<file path="src/rtl/l_operation_pkg.sv">
// Shared definitions for the RC5 key-expansion L-array front end.
package l_operation_pkg;

  localparam int unsigned DefW   = 32;
  localparam int unsigned DefC   = 4;
  localparam int unsigned DefU   = DefW / 8;
  localparam int unsigned DefB   = DefC * DefU;
  localparam int unsigned RotAmt = 8;

  typedef enum logic [1:0] {
    StRead,
    StWrite,
    StDone
  } state_e;

endpackage

</file>
<file path="src/rtl/l_operation.sv">
// RC5 key-expansion front end: packs key bytes little-endian into the L word array through
// read-modify-write cycles on an external L RAM. Optional macro: L_OPERATION_ZERO_INIT_EN.
module l_operation
  import l_operation_pkg::*;
#(
  parameter int unsigned W = DefW,
  parameter int unsigned C = DefC,
  localparam int unsigned U        = W / 8,
  localparam int unsigned B        = C * U,
  localparam int unsigned C_length = $clog2(C),
  localparam int unsigned B_length = $clog2(B)
) (
  input  logic                clk,
  input  logic                rst,
  input  logic [W-1:0]        L_sub_i,
  output logic [W-1:0]        L_sub_i_prima,
  output logic                L_we,
  output logic [C_length-1:0] L_address,
  output logic [B_length-1:0] key_address,
  input  logic [7:0]          key_sub_i,
  output logic                done
);

  localparam int unsigned U_length = $clog2(U);

  state_e              state_q, state_d;
  logic [B_length-1:0] idx_q, idx_d;
  logic [W-1:0]        l_old;

  always_ff @(posedge clk or posedge rst) begin
    if (rst) begin
      state_q <= StRead;
      idx_q   <= B_length'(B - 1);
    end else begin
      state_q <= state_d;
      idx_q   <= idx_d;
    end
  end

  always_comb begin
    state_d = state_q;
    idx_d   = idx_q;
    L_we    = 1'b0;
    done    = 1'b0;
    unique case (state_q)
      StRead: begin
        state_d = StWrite;
      end
      StWrite: begin
        L_we = 1'b1;
        if (idx_q == '0) begin
          state_d = StDone;
        end else begin
          idx_d   = idx_q - B_length'(1);
          state_d = StRead;
        end
      end
      StDone: begin
        done = 1'b1;
      end
      default: begin
        state_d = StRead;
      end
    endcase
  end

  assign key_address = idx_q;
  assign L_address   = C_length'(idx_q >> U_length);

`ifdef L_OPERATION_ZERO_INIT_EN
  // The most significant byte of each word is merged first; treat the stored word as zero then.
  logic first_byte;
  assign first_byte = (idx_q[U_length-1:0] == U_length'(U - 1));
  assign l_old      = first_byte ? '0 : L_sub_i;
`else
  assign l_old = L_sub_i;
`endif

  assign L_sub_i_prima = {l_old[W-RotAmt-1:0], l_old[W-1:W-RotAmt]} + W'(key_sub_i);

endmodule

</file>
<file path="config.mk">
export PLATFORM = sky130hd
export DESIGN_NAME = l_operation
export DESIGN_NICKNAME = d
export VERILOG_FILES = /design/src/rtl/l_operation_pkg.sv /design/src/rtl/l_operation.sv
export SDC_FILE = /design/constraint.sdc
export NUM_CORES = 1
export LEC_CHECK = 0
export CAP_MARGIN = 40
export CORE_MARGIN = 2
export CORE_UTILIZATION = 35
export DETAILED_ROUTE_END_ITERATION = 12
export PLACE_DENSITY = 0.9
export REMOVE_ABC_BUFFERS = 1
export SETUP_SLACK_MARGIN = 0.3
export SYNTH_ARGS = -nofsm -noshare
export SYNTH_HDL_FRONTEND = slang
export SYNTH_SLANG_ARGS = --single-unit
</file>
<file path="constraint.sdc">
create_clock -name clk -period 2.7 [get_ports clk]
set_input_delay 0.27 -clock clk [delete_from_list [all_inputs] [get_ports clk]]
set_output_delay 0.27 -clock clk [all_outputs]
set_load 0.005 [all_outputs]
</file>
==> run_summary.xml, run 1 <==
<?xml version="1.0" encoding="UTF-8"?>
<metrics>
  <group name="outcome">
    <metric name="status" unit="">finished clean</metric>
  </group>
  <group name="floorplanning">
    <metric name="dieArea" unit="um^2">3668</metric>
    <metric name="core.rowCount" unit="">20</metric>
    <metric name="design.portCount" unit="">82</metric>
    <metric name="core_area" unit="um^2">3053</metric>
    <metric name="die_width" unit="um">60.57</metric>
    <metric name="initial_core_util" unit="%">36.68</metric>
    <metric name="chipHeight" unit="um">60.57</metric>
  </group>
  <group name="finish">
    <metric name="layout_fillers" unit="">229</metric>
    <metric name="postLayoutCellArea" unit="um^2">2325</metric>
    <metric name="drive_gt1_share" unit="%">35.83</metric>
    <metric name="area.growth.synth_to_final" unit="%">107.6</metric>
    <metric name="finalCoreUtilization" unit="%">76.15</metric>
    <metric name="antenna_cells_inserted" unit="">0</metric>
    <metric name="total_number_of_nets_in_the_final_design" unit="">307</metric>
  </group>
  <group name="detailed_routing">
    <metric name="viasPerCell" unit="">5.148</metric>
    <metric name="drc" unit="">0</metric>
    <metric name="dr_vias" unit="">1534</metric>
    <metric name="totalWireLength" unit="mm">4.486</metric>
    <metric name="drt_pass1_iterations" unit="">4</metric>
    <metric name="ant_nets" unit="">0</metric>
    <metric name="routedWlPerCell" unit="um">15.05</metric>
    <metric name="dr.first_iter.drc_count" unit="">69</metric>
  </group>
  <group name="synth">
    <metric name="synth_sequential_area_ratio" unit="%">13.85</metric>
    <metric name="yosys.area.top_type_share" unit="%">21.12</metric>
    <metric name="post_synth_xor_xnor_area" unit="%">22.68</metric>
    <metric name="synthesis.area_per_instance" unit="um^2">8.115</metric>
    <metric name="synthesis.instances" unit="">138</metric>
    <metric name="synth_area_leaders" unit="">sky130_fd_sc_hd__xnor2_1, sky130_fd_sc_hd__ha_1, sky130_fd_sc_hd__dfstp_2</metric>
    <metric name="synth.mux.area_fraction" unit="%">0</metric>
    <metric name="synth_compound_area_share" unit="%">18.32</metric>
    <metric name="synth_cell_types" unit="">33</metric>
    <metric name="synth_top_family_by_area" unit="">simple AND/OR/NAND/NOR gates</metric>
    <metric name="yosysTopAreaCell" unit="">sky130_fd_sc_hd__xnor2_1</metric>
    <metric name="ys.warnings.count" unit="">0</metric>
    <metric name="yosys.area_share.adder" unit="%">11.84</metric>
    <metric name="synth_area" unit="um^2">1120</metric>
    <metric name="yosys.area_share.simple" unit="%">26.03</metric>
    <metric name="postSynthRegisterBits" unit="">6</metric>
  </group>
  <group name="global_route">
    <metric name="initial_antenna_violation_count" unit="">0</metric>
    <metric name="pin_count_of_the_biggest_net_entering_global_routing" unit="">13</metric>
    <metric name="grt_remaining_overflow" unit="">0</metric>
    <metric name="grtUsageTotal" unit="%">25.59</metric>
    <metric name="first_global_vias" unit="">1514</metric>
    <metric name="first_pass_grt_wire_length" unit="mm">7.203</metric>
  </group>
  <group name="worst_setup_path">
    <metric name="critical_path_required" unit="ps">2430</metric>
    <metric name="critPathLaunch" unit="">key_sub_i[0]</metric>
    <metric name="r2r-start" unit="">key_address[0]</metric>
    <metric name="critical_path_class" unit="">input port to output port</metric>
    <metric name="critical_path.max_fanout" unit="">4</metric>
    <metric name="end_kind" unit="">output port</metric>
    <metric name="critPathLaunchType" unit="">input port</metric>
    <metric name="arrival_worst_endpoint" unit="ps">2110</metric>
  </group>
  <group name="flow_run">
    <metric name="maxCapViolations" unit="">0</metric>
  </group>
  <group name="sta">
    <metric name="worstMarginPinSlew" unit="ps">292.2</metric>
    <metric name="final_hold_viol_count" unit="">0</metric>
    <metric name="final_max_slew_viol_count" unit="">0</metric>
    <metric name="grt_setup_unrepaired" unit="">yes</metric>
    <metric name="fin_worst_skew" unit="ps">6.090</metric>
    <metric name="max_freq" unit="GHz">0.4209</metric>
    <metric name="finalHoldWorstSlack" unit="ps">220.4</metric>
    <metric name="setup_viol" unit="">0</metric>
    <metric name="final.period_utilization" unit="%">87.99</metric>
    <metric name="finalWorstPathRequiredPeriod" unit="ps">2376</metric>
    <metric name="timing.slew.headroom" unit="%">80.52</metric>
  </group>
  <group name="place">
    <metric name="finalWeightedCongestion" unit="">0.8489</metric>
    <metric name="place_hpwl" unit="mm">2.947</metric>
    <metric name="postPlaceCellArea" unit="um^2">2074</metric>
    <metric name="placement.io_buffers" unit="">81</metric>
  </group>
  <group name="power_and_ir_drop">
    <metric name="powerDensity" unit="nW/um^2">241.8</metric>
    <metric name="power.leakage" unit="nW">0.9703</metric>
    <metric name="peak_supply_drop" unit="mV">0.3340</metric>
    <metric name="power.total" unit="mW">0.5620</metric>
  </group>
  <group name="clocking">
    <metric name="cts-root-to-sink-buffers" unit="">2</metric>
    <metric name="worstSkewPairLatency" unit="ps">260</metric>
    <metric name="clockRootBuffer" unit="">sky130_fd_sc_hd__clkbuf_4</metric>
    <metric name="number_of_buffers_created_by_cts" unit="">3</metric>
    <metric name="htree_num_levels" unit="">1</metric>
    <metric name="cts_hold_repair.buffers" unit="">0</metric>
    <metric name="cts_num_sinks" unit="">6</metric>
    <metric name="clkSlewWorstSetupHoldPaths" unit="ps">50</metric>
    <metric name="tritoncts" unit="">built</metric>
  </group>
  <group name="worst_hold_path">
    <metric name="timing.hold.worst.class" unit="">input port to async pin</metric>
  </group>
</metrics>
## final cells by class
type / instances / area, um^2 / share of cell area [%]
clock buffers: 4 / 26.28 / 1.130
inverters: 6 / 22.52 / 0.9688
multi-input cells: 120 / 1061 / 45.64
flip-flops and latches: 6 / 155.1 / 6.674
well taps: 44 / 55.05 / 2.368
repair buffers: 118 / 1005 / 43.22
## synth_stat cells
| master | number |
|---|---|
| sky130_fd_sc_hd__a21oi_1 | 8 |
| sky130_fd_sc_hd__nor3b_1 | 1 |
| sky130_fd_sc_hd__and4_1 | 4 |
| sky130_fd_sc_hd__nor2b_1 | 3 |
| sky130_fd_sc_hd__or4_1 | 2 |
| sky130_fd_sc_hd__nand4b_1 | 1 |
| sky130_fd_sc_hd__a21boi_0 | 1 |
| sky130_fd_sc_hd__ha_1 | 9 |
| sky130_fd_sc_hd__buf_6 | 3 |
| sky130_fd_sc_hd__xor2_1 | 2 |
| sky130_fd_sc_hd__o2111ai_1 | 4 |
| sky130_fd_sc_hd__o21bai_1 | 1 |
| sky130_fd_sc_hd__buf_4 | 2 |
| sky130_fd_sc_hd__nand2b_1 | 2 |
| sky130_fd_sc_hd__fa_1 | 1 |
| sky130_fd_sc_hd__dfstp_2 | 4 |
| sky130_fd_sc_hd__o211ai_1 | 5 |
| sky130_fd_sc_hd__and3_1 | 6 |
| sky130_fd_sc_hd__nor3_1 | 2 |
| sky130_fd_sc_hd__xnor2_1 | 27 |
| sky130_fd_sc_hd__buf_2 | 2 |
| sky130_fd_sc_hd__and2_2 | 1 |
| sky130_fd_sc_hd__nand3_1 | 9 |
| sky130_fd_sc_hd__o31ai_2 | 1 |
| sky130_fd_sc_hd__nand2_1 | 7 |
| sky130_fd_sc_hd__dfrtp_1 | 2 |
| sky130_fd_sc_hd__nor2_1 | 7 |
| sky130_fd_sc_hd__o21ai_0 | 4 |
| sky130_fd_sc_hd__nand4_1 | 5 |
| sky130_fd_sc_hd__o2111ai_2 | 1 |
| sky130_fd_sc_hd__and4_2 | 1 |
| sky130_fd_sc_hd__inv_1 | 6 |
| sky130_fd_sc_hd__a21o_1 | 4 |
## per-layer routing
metal	wire, um	track usage [%]
met5	0	0
met4	70	5.901
met3	245	3.412
met2	2408	47.77
met1	1762	30.91
## final timing paths
path,end,slack (ps),cells after the start
worst max-delay path,L_sub_i_prima[26],320,11
worst min-delay path,state_q[0],220,2
worst min register to register,state_q[0],440,1
min in group clk,state_q[0],440,1
worst max register to register,key_address[1],1280,6
max in group asynchronous,key_address[1],2220,2
## critical path, stage by stage
cell and delay (ps):
sky130_fd_sc_hd__buf_2 100, sky130_fd_sc_hd__ha_2 190, sky130_fd_sc_hd__fa_2 360, sky130_fd_sc_hd__a21o_1 200, sky130_fd_sc_hd__a21oi_4 260, sky130_fd_sc_hd__o31ai_4 110, sky130_fd_sc_hd__buf_4 160, sky130_fd_sc_hd__buf_4 120
sky130_fd_sc_hd__nand4_1 90, sky130_fd_sc_hd__xnor2_1 120, sky130_fd_sc_hd__buf_2 130
## repair_timing
item,4_1_cts,5_1_grt
hold endpoints to repair,0,0
buffers inserted,17,1
gates cloned,2,0
pin swaps,26,13
setup endpoints to repair,28,25
resized for setup,101,28
## report_power, final
part / switching [mW] / internal [mW] / leakage [nW]
registers: 0 / 0.0904 / 0.0640
clock network: 0.0385 / 0.0564 / 0.0150
logic: 0.159 / 0.218 / 0.891
total: 0.197 / 0.365 / 0.970
## cells by family after synthesis
kind of cell,Yosys count
simple gates,51
compound gates,29
xor+xnor,29
buf+inv,13
fa+ha+maj,10
flops,6
## flip-flops by register name (all words and copies together), names as in the netlist
name         flops
key_address      4
state_q          2
## placed cells by master (no fill, tap or decap), drive strengths merged, types with 4 or more instances in the layout
cell type,netlist,layout
and4,5,5
dlygate4sd2,0,19
o211ai,5,5
nand4,5,5
a21oi,8,8
o2111ai,5,5
a21o,4,4
clkdlybuf4s15,0,4
nand3,9,9
nand2,7,7
inv,6,6
and3,6,6
o21ai,4,4
buf,7,44
dfstp,4,4
clkdlybuf4s50,0,37
xnor2,27,27
clkbuf,0,17
ha,9,9
nor2,7,7
## metrics by stage
stage	setup TNS [ps]	worst slack (ps)	std cells
after global routing	0	228.5	298
after global placement	-7966	-506.7	274
final	0	324.3	298
after CTS	0	315.8	297
after detailed placement	-9450	-590.3	274
after floorplan	0	666.2	131
(Power assumes the default switching activity.)
==> run 2: changes to the inputs <==
- CAP_MARGIN: 40 -> 25
- CORE_UTILIZATION: 35 -> 37
- PLACE_DENSITY: 0.9 -> 0.94
- clock period: 2.7 -> 2.8 ns (I/O delays scaled with it)
==> run 2 against run 1 <==
  * First-iteration DRC count grew 43%
  * Cell count shrank 6.0%
  * Total power shrank 3.0%
  * Final area shrank 0.27%
  * Core utilization grew 6.5 points
  * Clock skew grew 3.6 ps
  * Largest power group unchanged
  * Register-to-register slack is essentially flat
  * Via count grew 3.7%
  * Clock power shrank 2.1%
  * Critical endpoint is now L_sub_i_prima[8]
  * Worst setup slack lost 23 ps
  * Sequential share of layout area is essentially flat
  * Sequential cell count is the same
==> run_summary.xml, run 2 (synthesis results as in run 1) <==
<?xml version="1.0" encoding="UTF-8"?>
<metrics>
  <group name="sta">
    <metric name="final.period_utilization" unit="%">89.24</metric>
    <metric name="worstMarginPinSlew" unit="ps">364.9</metric>
    <metric name="final_max_slew_viol_count" unit="">0</metric>
    <metric name="timing.slew.headroom" unit="%">75.62</metric>
    <metric name="setup_viol" unit="">0</metric>
    <metric name="tns" unit="ps">0</metric>
    <metric name="grt_setup_unrepaired" unit="">yes</metric>
    <metric name="max_freq" unit="GHz">0.4002</metric>
    <metric name="finalWorstPathRequiredPeriod" unit="ps">2499</metric>
    <metric name="final_hold_viol_count" unit="">0</metric>
    <metric name="fin_worst_skew" unit="ps">9.665</metric>
  </group>
  <group name="detailed_routing">
    <metric name="drc" unit="">0</metric>
    <metric name="routedWlPerCell" unit="um">17.97</metric>
    <metric name="totalWireLength" unit="mm">5.032</metric>
    <metric name="dr_vias" unit="">1591</metric>
    <metric name="viasPerCell" unit="">5.682</metric>
    <metric name="ant_nets" unit="">0</metric>
    <metric name="dr.first_iter.drc_count" unit="">99</metric>
    <metric name="drt_pass1_iterations" unit="">4</metric>
  </group>
  <group name="global_route">
    <metric name="grt_remaining_overflow" unit="">0</metric>
    <metric name="first_pass_grt_wire_length" unit="mm">7.334</metric>
    <metric name="initial_antenna_violation_count" unit="">0</metric>
    <metric name="grtUsageTotal" unit="%">27.57</metric>
    <metric name="first_global_vias" unit="">1602</metric>
    <metric name="pin_count_of_the_biggest_net_entering_global_routing" unit="">13</metric>
  </group>
  <group name="finish">
    <metric name="finalCoreUtilization" unit="%">82.65</metric>
    <metric name="total_number_of_nets_in_the_final_design" unit="">302</metric>
    <metric name="drive_gt1_share" unit="%">36.95</metric>
    <metric name="antenna_cells_inserted" unit="">0</metric>
    <metric name="area.growth.synth_to_final" unit="%">107.0</metric>
    <metric name="final_cell_mix" unit="">sky130_fd_sc_hd__clkdlybuf4s50_1, sky130_fd_sc_hd__xnor2_1, sky130_fd_sc_hd__buf_4</metric>
    <metric name="final_common_cell" unit="">sky130_fd_sc_hd__clkdlybuf4s50_1</metric>
    <metric name="largest_register_ff_count" unit="">4</metric>
  </group>
  <group name="clocking">
    <metric name="htree_num_levels" unit="">1</metric>
    <metric name="clockRootBuffer" unit="">sky130_fd_sc_hd__clkbuf_4</metric>
    <metric name="cts_num_sinks" unit="">6</metric>
    <metric name="clkSlewWorstSetupHoldPaths" unit="ps">60</metric>
    <metric name="number_of_buffers_created_by_cts" unit="">3</metric>
    <metric name="cts-root-to-sink-buffers" unit="">2</metric>
    <metric name="tritoncts" unit="">built</metric>
    <metric name="cts_hold_repair.buffers" unit="">0</metric>
    <metric name="worstSkewPairLatency" unit="ps">250</metric>
  </group>
  <group name="floorplanning">
    <metric name="core_area" unit="um^2">2805</metric>
    <metric name="dieArea" unit="um^2">3483</metric>
    <metric name="die_width" unit="um">59.02</metric>
    <metric name="initial_core_util" unit="%">39.92</metric>
    <metric name="chipHeight" unit="um">59.02</metric>
    <metric name="core.rowCount" unit="">19</metric>
    <metric name="design.portCount" unit="">82</metric>
  </group>
  <group name="place">
    <metric name="placement.io_buffers" unit="">81</metric>
    <metric name="place_hpwl" unit="mm">3.023</metric>
    <metric name="finalWeightedCongestion" unit="">0.8756</metric>
  </group>
  <group name="flow_run">
    <metric name="maxCapViolations" unit="">0</metric>
  </group>
  <group name="worst_setup_path">
    <metric name="crit_slowest_cell" unit="">sky130_fd_sc_hd__clkdlybuf4s50_1</metric>
    <metric name="cp_common_cell" unit="">sky130_fd_sc_hd__buf_4</metric>
    <metric name="critical_path_required" unit="ps">2520</metric>
    <metric name="cp_num_buf_inv" unit="">4</metric>
    <metric name="arrival_worst_endpoint" unit="ps">2220</metric>
    <metric name="end_kind" unit="">output port</metric>
    <metric name="critical_path.cell_chain" unit="">clkdlybuf4s50_1 &gt; ha_4 &gt; buf_4 &gt; nand3_1 &gt; and3_4 &gt; o31ai_4 &gt; buf_4 &gt; xor2_1 &gt; dlygate4sd2_1</metric>
    <metric name="critPathLaunchType" unit="">input port</metric>
    <metric name="critical_path_class" unit="">input port to output port</metric>
    <metric name="slowest_delay" unit="ps">450</metric>
    <metric name="critical_path.max_fanout" unit="">5</metric>
    <metric name="kind_of_cell_adding_the_most_delay_to_the_critical_path" unit="">buffers and inverters</metric>
  </group>
  <group name="power_and_ir_drop">
    <metric name="power.leakage" unit="nW">0.9689</metric>
    <metric name="powerDensity" unit="nW/um^2">235.2</metric>
    <metric name="power.total" unit="mW">0.5452</metric>
    <metric name="peak_supply_drop" unit="mV">0.1880</metric>
  </group>
  <group name="worst_hold_path">
    <metric name="timing.hold.worst.class" unit="">input port to async pin</metric>
  </group>
  <group name="outcome">
    <metric name="status" unit="">finished clean</metric>
  </group>
</metrics>
-- run 2: path summary, 6_finish.rpt --
path                                startpoint               end  slack, ps  depth (start not counted)
worst max-delay path              key_sub_i[6]  L_sub_i_prima[8]        300                          9
worst min-delay path                       rst        state_q[1]        250                          2
worst max register to register  key_address[0]    key_address[1]       1280                          6
worst min register to register      state_q[1]        state_q[0]        440                          1
max in group asynchronous                  rst    key_address[0]       2290                          2
min in group clk                    state_q[1]        state_q[0]        440                          1
-- run 2: repair_timing --
action	in CTS	in global routing
setup endpoints to repair	28	25
pin swaps	29	20
buffers inserted	14	2
gates cloned	2	0
gates resized for setup	101	44
-- run 2: layer usage --
| layer | track usage [%] | wire [um] |
|---|---|---|
| met3 | 6.332 | 453 |
| met5 | 0 | 0 |
| met1 | 28.95 | 1775 |
| met2 | 52.38 | 2586 |
| met4 | 10.71 | 216 |
-- run 2: layout make-up --
class,count,area (um^2)
clock buffer,4,26.28
fill,163,486.7
inverter,6,22.52
multi-input combinational,120,1115
sequential,6,155.1
tap,31,38.79
timing repair buffer,113,960.9
-- run 2: worst reg2reg max path, delay by kind of cell (launching register included) --
kind                     cells  cell delay, ps
buffers and inverters        1              70
AO/OA/AOI/OAI                1             120
AND/OR/NAND/NOR              3             480
adder cells (fa/ha/maj)      1             240
flip-flops                   1             550
-- run 2: through the flow --
stage               setup slack, ps  cells  instance area [um^2]  hold slack (ps)
global route                  237.2    280                  2318            273.4
detailed placement           -455.3    258                  2023            420.5
global placement             -390.0    258                  2023            405.0
finish                        301.4    280                  2318            248.0
floorplan                     746.2    131                  1061            68.06
CTS                           287.5    278                  2270            244.2
-- run 2: where the power goes --
group	internal [mW]	switching [mW]
combinational	0.205	0.161
clock	0.0544	0.0384
sequential	0.0871	0
==> run 3: changes to the inputs <==
- SLEW_MARGIN: not set -> 20
==> results of run 3 <==
No change in the layout: final DEF, timing and power equal those of run 2.
